--- src/rtl/pipe_pkg.sv ---
// Shared pipeline-stage definitions: exception codes, default PCs and skid-buffer state encoding.
package pipe_pkg;

    localparam int unsigned EXC_W = 5;

    localparam logic [EXC_W-1:0] EXC_NONE = 5'd0;
    localparam logic [EXC_W-1:0] EXC_INT  = 5'd0;
    localparam logic [EXC_W-1:0] EXC_ADEL = 5'd4;
    localparam logic [EXC_W-1:0] EXC_ADES = 5'd5;
    localparam logic [EXC_W-1:0] EXC_RI   = 5'd10;
    localparam logic [EXC_W-1:0] EXC_OV   = 5'd12;

    localparam logic [31:0] DEFAULT_RESET_PC   = 32'h0000_0000;
    localparam logic [31:0] DEFAULT_HANDLER_PC = 32'h0000_4180;

    // Encoding doubles as the occupancy count.
    localparam logic [1:0] ST_EMPTY = 2'd0;
    localparam logic [1:0] ST_ONE   = 2'd1;
    localparam logic [1:0] ST_TWO   = 2'd2;

    typedef enum logic [1:0] {
        StEmpty = ST_EMPTY,
        StOne   = ST_ONE,
        StTwo   = ST_TWO
    } state_e;

endpackage

--- src/rtl/exc_prio_merge.sv ---
// Combinational merge of N exception-code sources; the lowest-index nonzero source wins.
module exc_prio_merge #(
    parameter int unsigned EXC_N = 2,
    parameter int unsigned EXC_W = 5
) (
    input  logic [EXC_N*EXC_W-1:0] exc_i,
    output logic [EXC_W-1:0]       exc_o
);

    // Scan from the highest index down so the lowest nonzero source is written last.
    always_comb begin
        exc_o = '0;
        for (int i = int'(EXC_N) - 1; i >= 0; i--) begin
            if (exc_i[i*EXC_W +: EXC_W] != '0) begin
                exc_o = exc_i[i*EXC_W +: EXC_W];
            end
        end
    end

endmodule

--- src/rtl/pipe_stage_skid.sv ---
// Pipeline stage register with a two-entry skid buffer, flush, interrupt bubble injection
// and exception-code merge on entry. All outputs come straight from flops.
module pipe_stage_skid #(
    parameter int unsigned PAYLOAD_W  = 96,
    parameter int unsigned EXC_N      = 2,
    parameter int unsigned EXC_W      = pipe_pkg::EXC_W,
    parameter logic [31:0] RESET_PC   = pipe_pkg::DEFAULT_RESET_PC,
    parameter logic [31:0] HANDLER_PC = pipe_pkg::DEFAULT_HANDLER_PC
) (
    input  logic                   clk,
    input  logic                   reset,
    input  logic                   int_req,
    input  logic                   flush,
    input  logic                   up_valid,
    output logic                   up_ready,
    input  logic [31:0]            up_pc,
    input  logic [PAYLOAD_W-1:0]   up_payload,
    input  logic [EXC_N*EXC_W-1:0] up_exc,
    input  logic                   up_bd,
    input  logic                   up_branch,
    output logic                   dn_valid,
    input  logic                   dn_ready,
    output logic [31:0]            dn_pc,
    output logic [PAYLOAD_W-1:0]   dn_payload,
    output logic [EXC_W-1:0]       dn_exc,
    output logic                   dn_bd,
    output logic                   dn_branch,
    output logic [1:0]             count
);
    import pipe_pkg::*;

    state_e                 state_q, state_d;
    logic                   up_ready_q, up_ready_d;
    logic [31:0]            pc_q, pc_d, skid_pc_q, skid_pc_d;
    logic [PAYLOAD_W-1:0]   payload_q, payload_d, skid_payload_q, skid_payload_d;
    logic [EXC_W-1:0]       exc_q, exc_d, skid_exc_q, skid_exc_d;
    logic                   bd_q, bd_d, skid_bd_q, skid_bd_d;
    logic                   branch_q, branch_d, skid_branch_q, skid_branch_d;
    logic [EXC_W-1:0]       up_exc_merged;
    logic                   up_fire, dn_fire;

    exc_prio_merge #(
        .EXC_N (EXC_N),
        .EXC_W (EXC_W)
    ) u_exc_merge (
        .exc_i (up_exc),
        .exc_o (up_exc_merged)
    );

    assign up_fire = up_valid & up_ready_q;
    assign dn_fire = (state_q != StEmpty) & dn_ready;

    always_comb begin
        state_d        = state_q;
        pc_d           = pc_q;
        payload_d      = payload_q;
        exc_d          = exc_q;
        bd_d           = bd_q;
        branch_d       = branch_q;
        skid_pc_d      = skid_pc_q;
        skid_payload_d = skid_payload_q;
        skid_exc_d     = skid_exc_q;
        skid_bd_d      = skid_bd_q;
        skid_branch_d  = skid_branch_q;

        case (state_q)
            StEmpty: begin
                if (up_fire) begin
                    {pc_d, payload_d, exc_d, bd_d, branch_d} =
                        {up_pc, up_payload, up_exc_merged, up_bd, up_branch};
                    state_d = StOne;
                end
            end
            StOne: begin
                if (up_fire && dn_fire) begin
                    {pc_d, payload_d, exc_d, bd_d, branch_d} =
                        {up_pc, up_payload, up_exc_merged, up_bd, up_branch};
                end else if (up_fire) begin
                    {skid_pc_d, skid_payload_d, skid_exc_d, skid_bd_d, skid_branch_d} =
                        {up_pc, up_payload, up_exc_merged, up_bd, up_branch};
                    state_d = StTwo;
                end else if (dn_fire) begin
                    state_d = StEmpty;
                end
            end
            StTwo: begin
                if (dn_fire) begin
                    {pc_d, payload_d, exc_d, bd_d, branch_d} =
                        {skid_pc_q, skid_payload_q, skid_exc_q, skid_bd_q, skid_branch_q};
                    state_d = StOne;
                end
            end
            default: state_d = StEmpty;
        endcase

        // Redirects override the handshake; the skid entry is simply abandoned.
        if (int_req) begin
            state_d   = StOne;
            pc_d      = HANDLER_PC;
            payload_d = '0;
            exc_d     = '0;
            bd_d      = 1'b0;
            branch_d  = 1'b0;
        end else if (flush) begin
            // Keep the offered PC and delay-slot flag visible so the EPC is still correct.
            state_d   = StEmpty;
            pc_d      = up_pc;
            payload_d = '0;
            exc_d     = '0;
            bd_d      = up_bd;
            branch_d  = 1'b0;
        end

        up_ready_d = (state_d != StTwo);
    end

    always_ff @(posedge clk) begin
        if (reset) begin
            state_q        <= StEmpty;
            up_ready_q     <= 1'b1;
            pc_q           <= RESET_PC;
            payload_q      <= '0;
            exc_q          <= '0;
            bd_q           <= 1'b0;
            branch_q       <= 1'b0;
            skid_pc_q      <= '0;
            skid_payload_q <= '0;
            skid_exc_q     <= '0;
            skid_bd_q      <= 1'b0;
            skid_branch_q  <= 1'b0;
        end else begin
            state_q        <= state_d;
            up_ready_q     <= up_ready_d;
            pc_q           <= pc_d;
            payload_q      <= payload_d;
            exc_q          <= exc_d;
            bd_q           <= bd_d;
            branch_q       <= branch_d;
            skid_pc_q      <= skid_pc_d;
            skid_payload_q <= skid_payload_d;
            skid_exc_q     <= skid_exc_d;
            skid_bd_q      <= skid_bd_d;
            skid_branch_q  <= skid_branch_d;
        end
    end

    assign up_ready   = up_ready_q;
    assign dn_valid   = (state_q != StEmpty);
    assign count      = state_q;
    assign dn_pc      = pc_q;
    assign dn_payload = payload_q;
    assign dn_exc     = exc_q;
    assign dn_bd      = bd_q;
    assign dn_branch  = branch_q;

endmodule

--- config.mk ---
export PLATFORM = sky130hd
export DESIGN_NAME = pipe_stage_skid
export DESIGN_NICKNAME = d
export VERILOG_FILES = /design/src/rtl/pipe_pkg.sv /design/src/rtl/exc_prio_merge.sv /design/src/rtl/pipe_stage_skid.sv
export SDC_FILE = /design/constraint.sdc
export NUM_CORES = 1
export LEC_CHECK = 0
export ABC_CLOCK_PERIOD_IN_PS = 3450
export BUFFER_PORTS_ARGS = -buffer_cell sky130_fd_sc_hd__buf_4
export CAP_MARGIN = 20
export CORE_MARGIN = 3
export CORE_UTILIZATION = 57
export CTS_CLUSTER_DIAMETER = 200
export DETAILED_ROUTE_END_ITERATION = 10
export GPL_TIMING_DRIVEN = 0
export PLACE_DENSITY_LB_ADDON = 0.08
export SLEW_MARGIN = 30
export SYNTH_ARGS = -nofsm -noshare
export SYNTH_HDL_FRONTEND = slang
export SYNTH_HIERARCHICAL = 1
export SYNTH_SLANG_ARGS = --single-unit
export TNS_END_PERCENT = 100
--- constraint.sdc ---
create_clock -name clk -period 3.45 [get_ports clk]
set_input_delay 0.345 -clock clk [delete_from_list [all_inputs] [get_ports clk]]
set_output_delay 0.345 -clock clk [all_outputs]
set_load 0.02 [all_outputs]
==> reports/qor.txt, run 1 <==
WP data required - 3.90 ns
Final GP Congestion - 0.826
worst-case vdd ir drop - 0.453 mV
Flop pwr share - 0.457
Worst-path clk slew - 0.06 ns
clk root buf - clkbuf_16
Post-synth EDFFs - 0
fin crit period - 2.09 ns
leak pwr - 0.00678 uW
Chip Height - 146 um
WP data arrival - 2.54 ns
Detailed Routing Iterations Pass 1 - 5
leading post-synthesis cells by cell area - dfxtp_1 (49%), mux2i_1 (12%), nand2_1 (9.2%), a21oi_1 (6.1%), a211oi_2 (5.7%)
final setup margin - 1.36 ns
first-pass GRT wire length - 47.8 mm
Routed Wire Length - 30.2 mm
RSZ-0062 raised after global routing - no
Final period util - 0.607
fin. max-slew vios - 0
CTS Sinks - 273
CTS buffer count - 28
antenna violations before repair - 0
# nets final - 1686
Yosys top cell by area - dfxtp_1
die area - 21200 um^2
Vias - 9807
Antenna diodes - 0
Final Hold Slack - 0.0321 ns
Int Pwr - 5490 uW
DR DRC count - 0
CTS tree - built
Comb pwr share - 0.120
share of the synthesized area in the top cell type - 0.492
largest net degree at the start of global routing - 14
Via density - 5.39
fill count - 1435
Max Cap Violations - 0
vias in the first global route - 9488
Detailed Route Iter0 Violations - 437
total grt overflow - 0
H-tree levels - 1
Top Ports - 285
worst slack, placed - 1.34 ns
WL/cell - 16.6 um
CP Max Fanout - 10
initial core utilization - 0.587
Primary FF master, synth - dfxtp_1
Post-Synthesis Cell Area - 11100 um^2
Syn Inst Count - 1227
GRT Total Usage - 0.271
Worst setup SP type - flop
switching power - 1780 uW
Async SR Flop Fraction - 0
CTS Buffer Depth - 3
Final ANT Viol Nets - 0
# setup viols final - 0
final hold violations - 0
layout cells sized above 1 - 0.279
final setup TNS - 0 ns
Clock power frac - 0.424
slew at the pin with the worst max-slew slack - 0.795 ns
syn_area_per_cell - 9.04 um^2
fraction of the yosys area taken by sequential cells - 0.492
Worst Skew - 0.00669 ns
Setup Crit Path Kind - flop to flop
warnings from Yosys - 6
Post-CTS Resized - 0
Max Freq - 478 MHz
class of the worst hold path - input pin to flop
Clock Latency Late Sink - 0.53 ns
outcome - completed
port bufs - 283
Die W - 146 um
number of synthesized register bits - 273
Syn Nets - 1373
worst rel slew slack - 0.470
area grow syn2layout - 30.6%
row count - 50
postcts setup bufs - 0
hpwl dp - 21.5 mm
Unique masters post-synth - 34
Net Sw Frac - 0.245
synth cell count leaders - dfxtp_1 (273), nand2_1 (273), a21oi_1 (136), mux2i_1 (135), nor2_1 (133)
core area - 18900 um^2
hold-fix buffers at CTS - 0
Worst Setup End Kind - flop
P per Cell Area - 501 nW/um^2
## worst max-delay path, stage by stage, from the launching register on
cell and delay, ns:
dfxtp_1 0.47, nand2b_1 0.15, nor2_2 0.50, buf_2 0.38, buf_2 0.27, nand2_1 0.09, a21oi_1 0.16
## through the flow
step / util / instances / area, um^2 / total power [uW]
6_report: 0.767 / 1820 / 14500 / 7270
3_5_place_dp: 0.717 / 1770 / 13500 / 4250
5_1_grt: 0.767 / 1820 / 14500 / 7530
2_1_floorplan: - / 1227 / 11100 / 3870
3_3_place_gp: 0.717 / 1770 / 13500 / 4230
4_1_cts: 0.767 / 1820 / 14500 / 7310
## power groups by stage
stage | logic (uW) | clock network (uW) | registers (uW)
2_1_floorplan | 414 | 0 | 3450
3_3_place_gp | 848 | 0 | 3390
3_5_place_dp | 864 | 0 | 3390
4_1_cts | 872 | 3120 | 3320
5_1_grt | 950 | 3240 | 3330
6_report | 870 | 3080 | 3320
## worst paths after layout
| check | startpoint | endpoint | slack [ns] | cells after the start |
|---|---|---|---|---|
| min reg2reg | skid_branch_q$_SDFFE_PP0P_ | skid_branch_q$_SDFFE_PP0P_ | 0.45 | 2 |
| min | dn_ready | count[1]$_SDFF_PP0_ | 0.03 | 2 |
| max | count[0]$_SDFF_PP0_ | skid_payload_q[80]$_SDFFE_PP0P_ | 1.36 | 6 |
| max reg2reg | count[0]$_SDFF_PP0_ | skid_payload_q[80]$_SDFFE_PP0P_ | 1.36 | 6 |
## layout make-up
class | instances | area (um^2) | share of cell area
clock buffer | 46 | 880 | 0.0607
sequential | 273 | 5470 | 0.377
tap | 260 | 325 | 0.0224
clock inverter | 4 | 70.1 | 0.00483
multi-input combinational | 841 | 5040 | 0.348
timing repair buffer | 283 | 2120 | 0.147
inverter | 9 | 33.8 | 0.00233
buffer | 104 | 554 | 0.0382
## routing by layer
| metal | vias up | routed length, um | GRT usage |
|---|---|---|---|
| met5 | - | 0 | 0 |
| met4 | 0 | 1160 | 0.0992 |
| met3 | 74 | 2100 | 0.0691 |
| met2 | 298 | 14200 | 0.456 |
| met1 | 4598 | 12700 | 0.338 |
| li1 | 4837 | - | - |
## sequential cells by signal (all words and copies together), names as in the netlist, 2 cells and up
name            flops
dn_payload         96
dn_exc              5
skid_exc_q          5
dn_pc              32
skid_payload_q     96
count               2
skid_pc_q          32
## cell usage in the layout (no fill, tap or decap), types with 2 or more instances in the layout
master / n
bufinv_16: 2
buf_12: 4
buf_6: 2
a31o_2: 2
buf_2: 31
buf_4: 295
nand3_1: 3
a31o_1: 2
nor3_1: 3
inv_1: 7
nor3_2: 2
dfxtp_1: 273
a311oi_1: 3
inv_2: 2
clkinv_2: 2
clkbuf_1: 63
nor2_1: 133
a21oi_1: 136
clkbuf_16: 29
nand2b_1: 2
nand2_1: 273
a211oi_1: 82
clkbuf_8: 9
nand3b_1: 2
mux2i_1: 135
a211oi_2: 51
## cells by family (layout without fill, tap and decap cells)
group / after synthesis / count (layout) / share of synthesized area
compound gates: 279 / 279 / 0.182
buf+inv: 113 / 446 / 0.0530
flops: 273 / 273 / 0.492
mux: 135 / 135 / 0.122
simple gates: 427 / 427 / 0.151
(Power assumes the default switching activity.)
==> run 2: changes to the inputs <==
- ABC_CLOCK_PERIOD_IN_PS: 3450 -> 2000
- CORE_UTILIZATION: 57 -> 53
- clock period: 3.45 -> 2 ns (I/O delays scaled with it)
==> reports/qor.txt, run 2 (synthesis gave the netlist of run 1 again) <==
outcome - completed
Detailed Route Iter0 Violations - 614 (+41%)
die area - 22700 um^2 (+7.2%)
Top Ports - 285 (unchanged)
worst rel slew slack - 0.396 (-0.0741)
Top Layer Used - met4
Via density - 5.28 (-2.0%)
final std cells w/o fill - 1962 (+7.8%)
Chip Height - 151 um (+3.6%)
antenna violations before repair - 0 (unchanged)
WL/cell - 16.9 um (+1.9%)
port bufs - 283 (unchanged)
CP Max Fanout - 10 (unchanged)
# nets final - 1821 (+8.0%)
Worst Skew - 0.0146 ns (+0.00794 ns)
initial core utilization - 0.543 (-0.0442)
fin. max-slew vios - 0 (unchanged)
clk root buf - clkbuf_16
Max Cap Violations - 0 (unchanged)
row count - 52 (+4.0%)
met2 WL - 16.1 mm (+13%)
CTS tree - built
Die W - 151 um (+3.6%)
GRT Total Usage - 0.283 (+0.0115)
Worst-path clk slew - 0.06 ns (about the same)
first-pass GRT wire length - 51.9 mm (+8.6%)
fin crit period - 1.83 ns (-0.267 ns)
worst slack, placed - -0.0434 ns (-1.38 ns)
core area - 20400 um^2 (+8.1%)
Final GP Congestion - 0.830 (+0.50%)
final hold violations - 0 (unchanged)
Final ANT Viol Nets - 0 (unchanged)
commonest non-fill, non-tap cell in the layout - buf_4
# setup viols final - 0 (unchanged)
Detailed Routing Iterations Pass 1 - 6 (+1)
slew at the pin with the worst max-slew slack - 0.906 ns (+0.111 ns)
P per Cell Area - 816 nW/um^2 (+63%)
layout cells sized above 1 - 0.259 (-0.0200)
fill count - 1414 (-1.5%)
RSZ-0062 raised after global routing - no
class of the worst hold path - input pin to flop
Reg2Reg Setup Slack - 0.17 ns (-1.18 ns)
Antenna diodes - 0 (unchanged)
leak pwr - 0.00734 uW (+8.3%)
WL met1 - 13.8 mm (+8.5%)
most frequent cells in the layout - buf_4 (296), nand2_1 (273), dfxtp_1 (272)
Vias - 10400 (+5.6%)
CTS buffer count - 29 (+3.6%)
Worst setup SP type - flop
WP data required - 2.39 ns (-1.51 ns)
CTS Sinks - 273 (unchanged)
H-tree levels - 1 (unchanged)
CTS Buffer Depth - 3 (unchanged)
Worst Setup End Kind - flop
final setup margin - 0.174 ns (-1.18 ns)
WL met3 - 2.12 mm (+1.1%)
area grow syn2layout - 43.1%
Clock Latency Late Sink - 0.54 ns (about the same)
Final period util - 0.913 (+0.306)
vias in the first global route - 10300 (+8.6%)
worst-case vdd ir drop - 0.695 mV (+53%)
total grt overflow - 0 (unchanged)
Setup Crit Path Kind - flop to flop
largest net degree at the start of global routing - 15 (+1)
DP Cell Count - 1780 (+0.56%)
WP data arrival - 2.22 ns (-0.32 ns)
Routed Wire Length - 33.2 mm (+9.8%)
hpwl dp - 21.7 mm (+1.1%)
DR DRC count - 0 (unchanged)
Max Freq - 548 MHz (+15%)
run 2: cell types whose count changed in the layout (fill, tap and decap cells not counted), sizes merged:
cell | before | now
clkinvlp | 0 | 2
clkbuf | 101 | 92
bufinv | 2 | 5
clkinv | 2 | 4
buf | 332 | 334
dlygate4sd3 | 0 | 132
run 2: final cells by class:
type	count	area [um^2]	share of cell area
repair buffers	417	3470	0.219
flip-flops and latches	273	5470	0.344
clock buffers	37	776	0.0489
multi-input cells	841	5050	0.318
plain buffers	104	554	0.0349
inverters	9	33.8	0.00213
well taps	270	338	0.0213
clock inverters	11	185	0.0117
run 2: worst paths after layout:
| kind | from | depth (start not counted) | endpoint |
|---|---|---|---|
| max | count[0]$_SDFF_PP0_ | 7 | skid_payload_q[75]$_SDFFE_PP0P_ |
| min | int_req | 3 | dn_pc[7]$_SDFFE_PP0P_ |
| max reg2reg | count[0]$_SDFF_PP0_ | 7 | skid_payload_q[75]$_SDFFE_PP0P_ |
| min reg2reg | skid_payload_q[32]$_SDFFE_PP0P_ | 2 | skid_payload_q[32]$_SDFFE_PP0P_ |
run 2: worst max-delay path, cell delays in order, from the launching register on:
cell	delay, ns
dfxtp_1	0.47
nand2b_1	0.17
or2_1	0.25
buf_2	0.21
buf_4	0.22
buf_2	0.20
nand2_1	0.09
a21oi_1	0.07
run 2: stage by stage:
step	TNS, ns	total power, uW	hold WS [ns]	utilization	instance area (um^2)
floorplan	0	6670	0.284	-	11100
global placement	-0.480	7310	0.412	0.664	13600
detailed placement	-0.901	7340	0.413	0.664	13600
CTS	0	13000	0.0455	0.776	15800
global route	0	13400	0.0586	0.777	15900
finish	0	12900	0.0667	0.777	15900
run 2: what timing repair did:
item | in CTS | in global routing
resized for setup | 1 | 1
pin swaps | 0 | 1
hold endpoints to repair | 133 | 0
endpoints found under the setup margin | 50 | 67
hold buffers | 132 | 0
buffers inserted | 0 | 2
run 2: where the power goes:
group | internal, uW | total [uW] | leakage [uW] | switching (uW)
combinational | 778 | 1740 | 0.00466 | 959
sequential | 5630 | 5730 | 0.00222 | 106
clock | 3350 | 5480 | 0.000465 | 2130
total | 9760 | 12900 | 0.00734 | 3190
run 2: routing by layer:
layer,vias to the layer above,track usage
met1,4851,0.354
met4,0,0.101
met2,320,0.488
met5,-,0
met3,82,0.0521
li1,5108,-
==> run 3: changes to the inputs <==
- SYNTH_HIERARCHICAL: 1 -> unset
==> reports/qor.txt, run 3 <==
largest net degree at the start of global routing - 14 (-1)
row count - 51 (-1.9%)
fin crit period - 1.89 ns (+0.0606 ns)
antenna violations before repair - 1 (+1)
Final period util - 0.943 (+0.0303)
most frequent cells in the layout - nand2_1 (462), buf_4 (294), dfxtp_1 (272)
Final GP Congestion - 0.835 (+0.59%)
final hold violations - 0 (unchanged)
die area - 21900 um^2 (-3.6%)
RSZ-0062 raised after global routing - no
DP Cell Count - 1879 (+5.6%)
cell chain of the critical path - nand2b_1, buf_2, buf_1, nand2_1, a311oi_1
final std cells w/o fill - 2063 (+5.1%)
CTS Buffer Depth - 3 (unchanged)
CTS Sinks - 273 (unchanged)
WL/cell - 16.3 um (-3.9%)
WP data required - 2.42 ns (+0.03 ns)
area of the multi-input gates - 4650 um^2 (-7.9%)
core area - 19700 um^2 (-3.8%)
Worst setup SP type - flop
Post-synth EDFFs - 0 (unchanged)
CP Max Fanout - 10 (unchanged)
Worst Setup End Kind - flop
worst rel slew slack - 0.505 (+0.109)
Die W - 148 um (-1.8%)
Setup Crit Path Kind - flop to flop
Clock Latency Late Sink - 0.53 ns (about the same)
layout cells sized above 1 - 0.220 (-0.0385)
area grow syn2layout - 44.1%
leading post-synthesis cells by cell area - dfxtp_1 (51%), nand2_1 (16%), a311oi_1 (8.2%), a21oi_1 (6.2%), nor2_1 (4.7%)
total grt overflow - 0 (unchanged)
outcome - completed
dpl cell area - 13100 um^2 (-3.1%)
fin. max-slew vios - 0 (unchanged)
fill count - 1365 (-3.5%)
CP delay by family, top - buffers and inverters
Syn Inst Count - 1331 (+8.5%)
first-pass GRT wire length - 52.6 mm (+1.2%)
CTS tree - built
vias in the first global route - 10500 (+1.6%)
WP data arrival - 2.31 ns (+0.09 ns)
Yosys top cell by area - dfxtp_1
Top Ports - 285 (unchanged)
Worst-path clk slew - 0.06 ns (about the same)
switching power - 3110 uW (-2.6%)
cell area after layout - 15400 um^2 (-3.0%)
Sequential Area - 5470 um^2 (unchanged)
worst-case vdd ir drop - 0.730 mV (+5.0%)
fraction of the yosys area taken by sequential cells - 0.512 (+0.0191)
Via density - 5.37 (+1.7%)
Unique masters post-synth - 32 (-5.9%)
commonest non-fill, non-tap cell in the layout - nand2_1
H-tree levels - 1 (unchanged)
class of the worst hold path - input pin to flop
Post-Synthesis Cell Area - 10700 um^2 (-3.7%)
Int Pwr - 9430 uW (-3.4%)
P per Cell Area - 814 nW/um^2 (-0.16%)
Clock power frac - 0.412 (-0.011)
worst path bufs/invs - 2 (-1)
DR DRC count - 0 (unchanged)
Final ANT Viol Nets - 0 (unchanged)
Routed Wire Length - 33.6 mm (+1.1%)
synth cell count leaders - nand2_1 (462), dfxtp_1 (273), nor2_1 (134), a21oi_1 (132), a311oi_1 (100)
Final Hold Slack - 0.0443 ns (-0.0225 ns)
warnings from Yosys - 0 (-6)
Comb pwr share - 0.131 (-0.003)
GRT Total Usage - 0.290 (+0.00733)
hpwl dp - 21.9 mm (+1.1%)
# nets final - 1922 (+5.5%)
Chip Height - 148 um (-1.8%)
Detailed Routing Iterations Pass 1 - 7 (+1)
number of synthesized register bits - 273 (unchanged)
most common cell in the netlist - nand2_1
initial core utilization - 0.544 (about the same)
Worst Skew - 0.00749 ns (-0.00714 ns)
Async SR Flop Fraction - 0 (unchanged)
share of the synthesized area in the top cell type - 0.512 (+0.0191)
Max Cap Violations - 0 (unchanged)
port bufs - 283 (unchanged)
Syn Nets - 1477 (+7.6%)
Vias - 11100 (+6.9%)
leak pwr - 0.00669 uW (-8.9%)
CTS buffer count - 28 (-3.4%)
clk root buf - clkbuf_16
Primary FF master, synth - dfxtp_1
Flop pwr share - 0.457 (+0.014)
slew at the pin with the worst max-slew slack - 0.742 ns (-0.164 ns)
Detailed Route Iter0 Violations - 629 (+2.4%)
Max Freq - 530 MHz (-3.2%)
Worst path max stage delay - 0.48 ns (about the same)
highest-delay cell along the critical path - dfxtp_1
Net Sw Frac - 0.248 (+0.00143)
# setup viols final - 0 (unchanged)
syn_area_per_cell - 8.03 um^2 (-11%)
==> run 3: worst min-delay path: stages <==
cell     delay (ns)
buf_4          0.08
nor2_1         0.10
o211a_1        0.15
==> run 3: cell type report <==
cell class / instances / area share
sequential: 273 / 0.355
multi-input combinational: 935 / 0.302
timing repair buffer: 415 / 0.224
clock buffer: 41 / 0.0527
buffer: 114 / 0.0356
tap: 265 / 0.0215
clock inverter: 10 / 0.00675
inverter: 9 / 0.00219
antenna: 1 / 0.000163
==> run 3: final timing paths <==
path,startpoint,to,slack [ns],depth (start not counted)
max,count[0]$_SDFF_PP0_,dn_payload[43]$_SDFFE_PP0P_,0.11,5
min reg2reg,skid_pc_q[8]$_SDFFE_PP0P_,skid_pc_q[8]$_SDFFE_PP0P_,0.45,2
min,flush,dn_exc[3]$_SDFFE_PP0P_,0.04,3
max reg2reg,count[0]$_SDFF_PP0_,dn_payload[43]$_SDFFE_PP0P_,0.11,5
==> run 3: cell families (layout without fill, tap and decap cells) <==
logic type,count (synthesis),after routing,share of synthesized area
simple gates,618,618,0.223
compound gates,284,284,0.181
flops,273,273,0.512
buf+inv,123,589,0.0538
mux,33,33,0.0309
other cells,0,1,0
==> run 3: routing by layer <==
metal,track usage,wire length [um],vias to the layer above
met5,0,0,-
met4,0.0919,1070,0
met3,0.0527,2490,69
met2,0.494,16200,421
met1,0.375,13800,5179
li1,-,-,5407
==> run 3: timing repair <==
action / CTS / global route
buffers inserted: 0 / 0
resized for setup: 0 / 8
endpoints found under the hold margin: 230 / 0
setup endpoints to repair: 0 / 61
hold buffers: 132 / 0
==> run 3: power groups by stage <==
stage	combinational, uW	clock, uW	sequential, uW
floorplan	625	0	5960
global placement	1370	0	5840
finish	1640	5160	5730
CTS	1610	5210	5730
detailed placement	1390	0	5850
global route	1780	5450	5750
==> run 3: per-stage QoR <==
stage | worst slack (ns) | power, uW | util | TNS, ns
after global routing | 0.00304 | 13000 | 0.783 | 0
final | 0.113 | 12500 | 0.783 | 0
after floorplan | 0.483 | 6580 | - | 0
after detailed placement | -0.0134 | 7240 | 0.669 | -0.0137
after CTS | 0.0282 | 12600 | 0.782 | 0
after global placement | 0.0173 | 7210 | 0.669 | 0
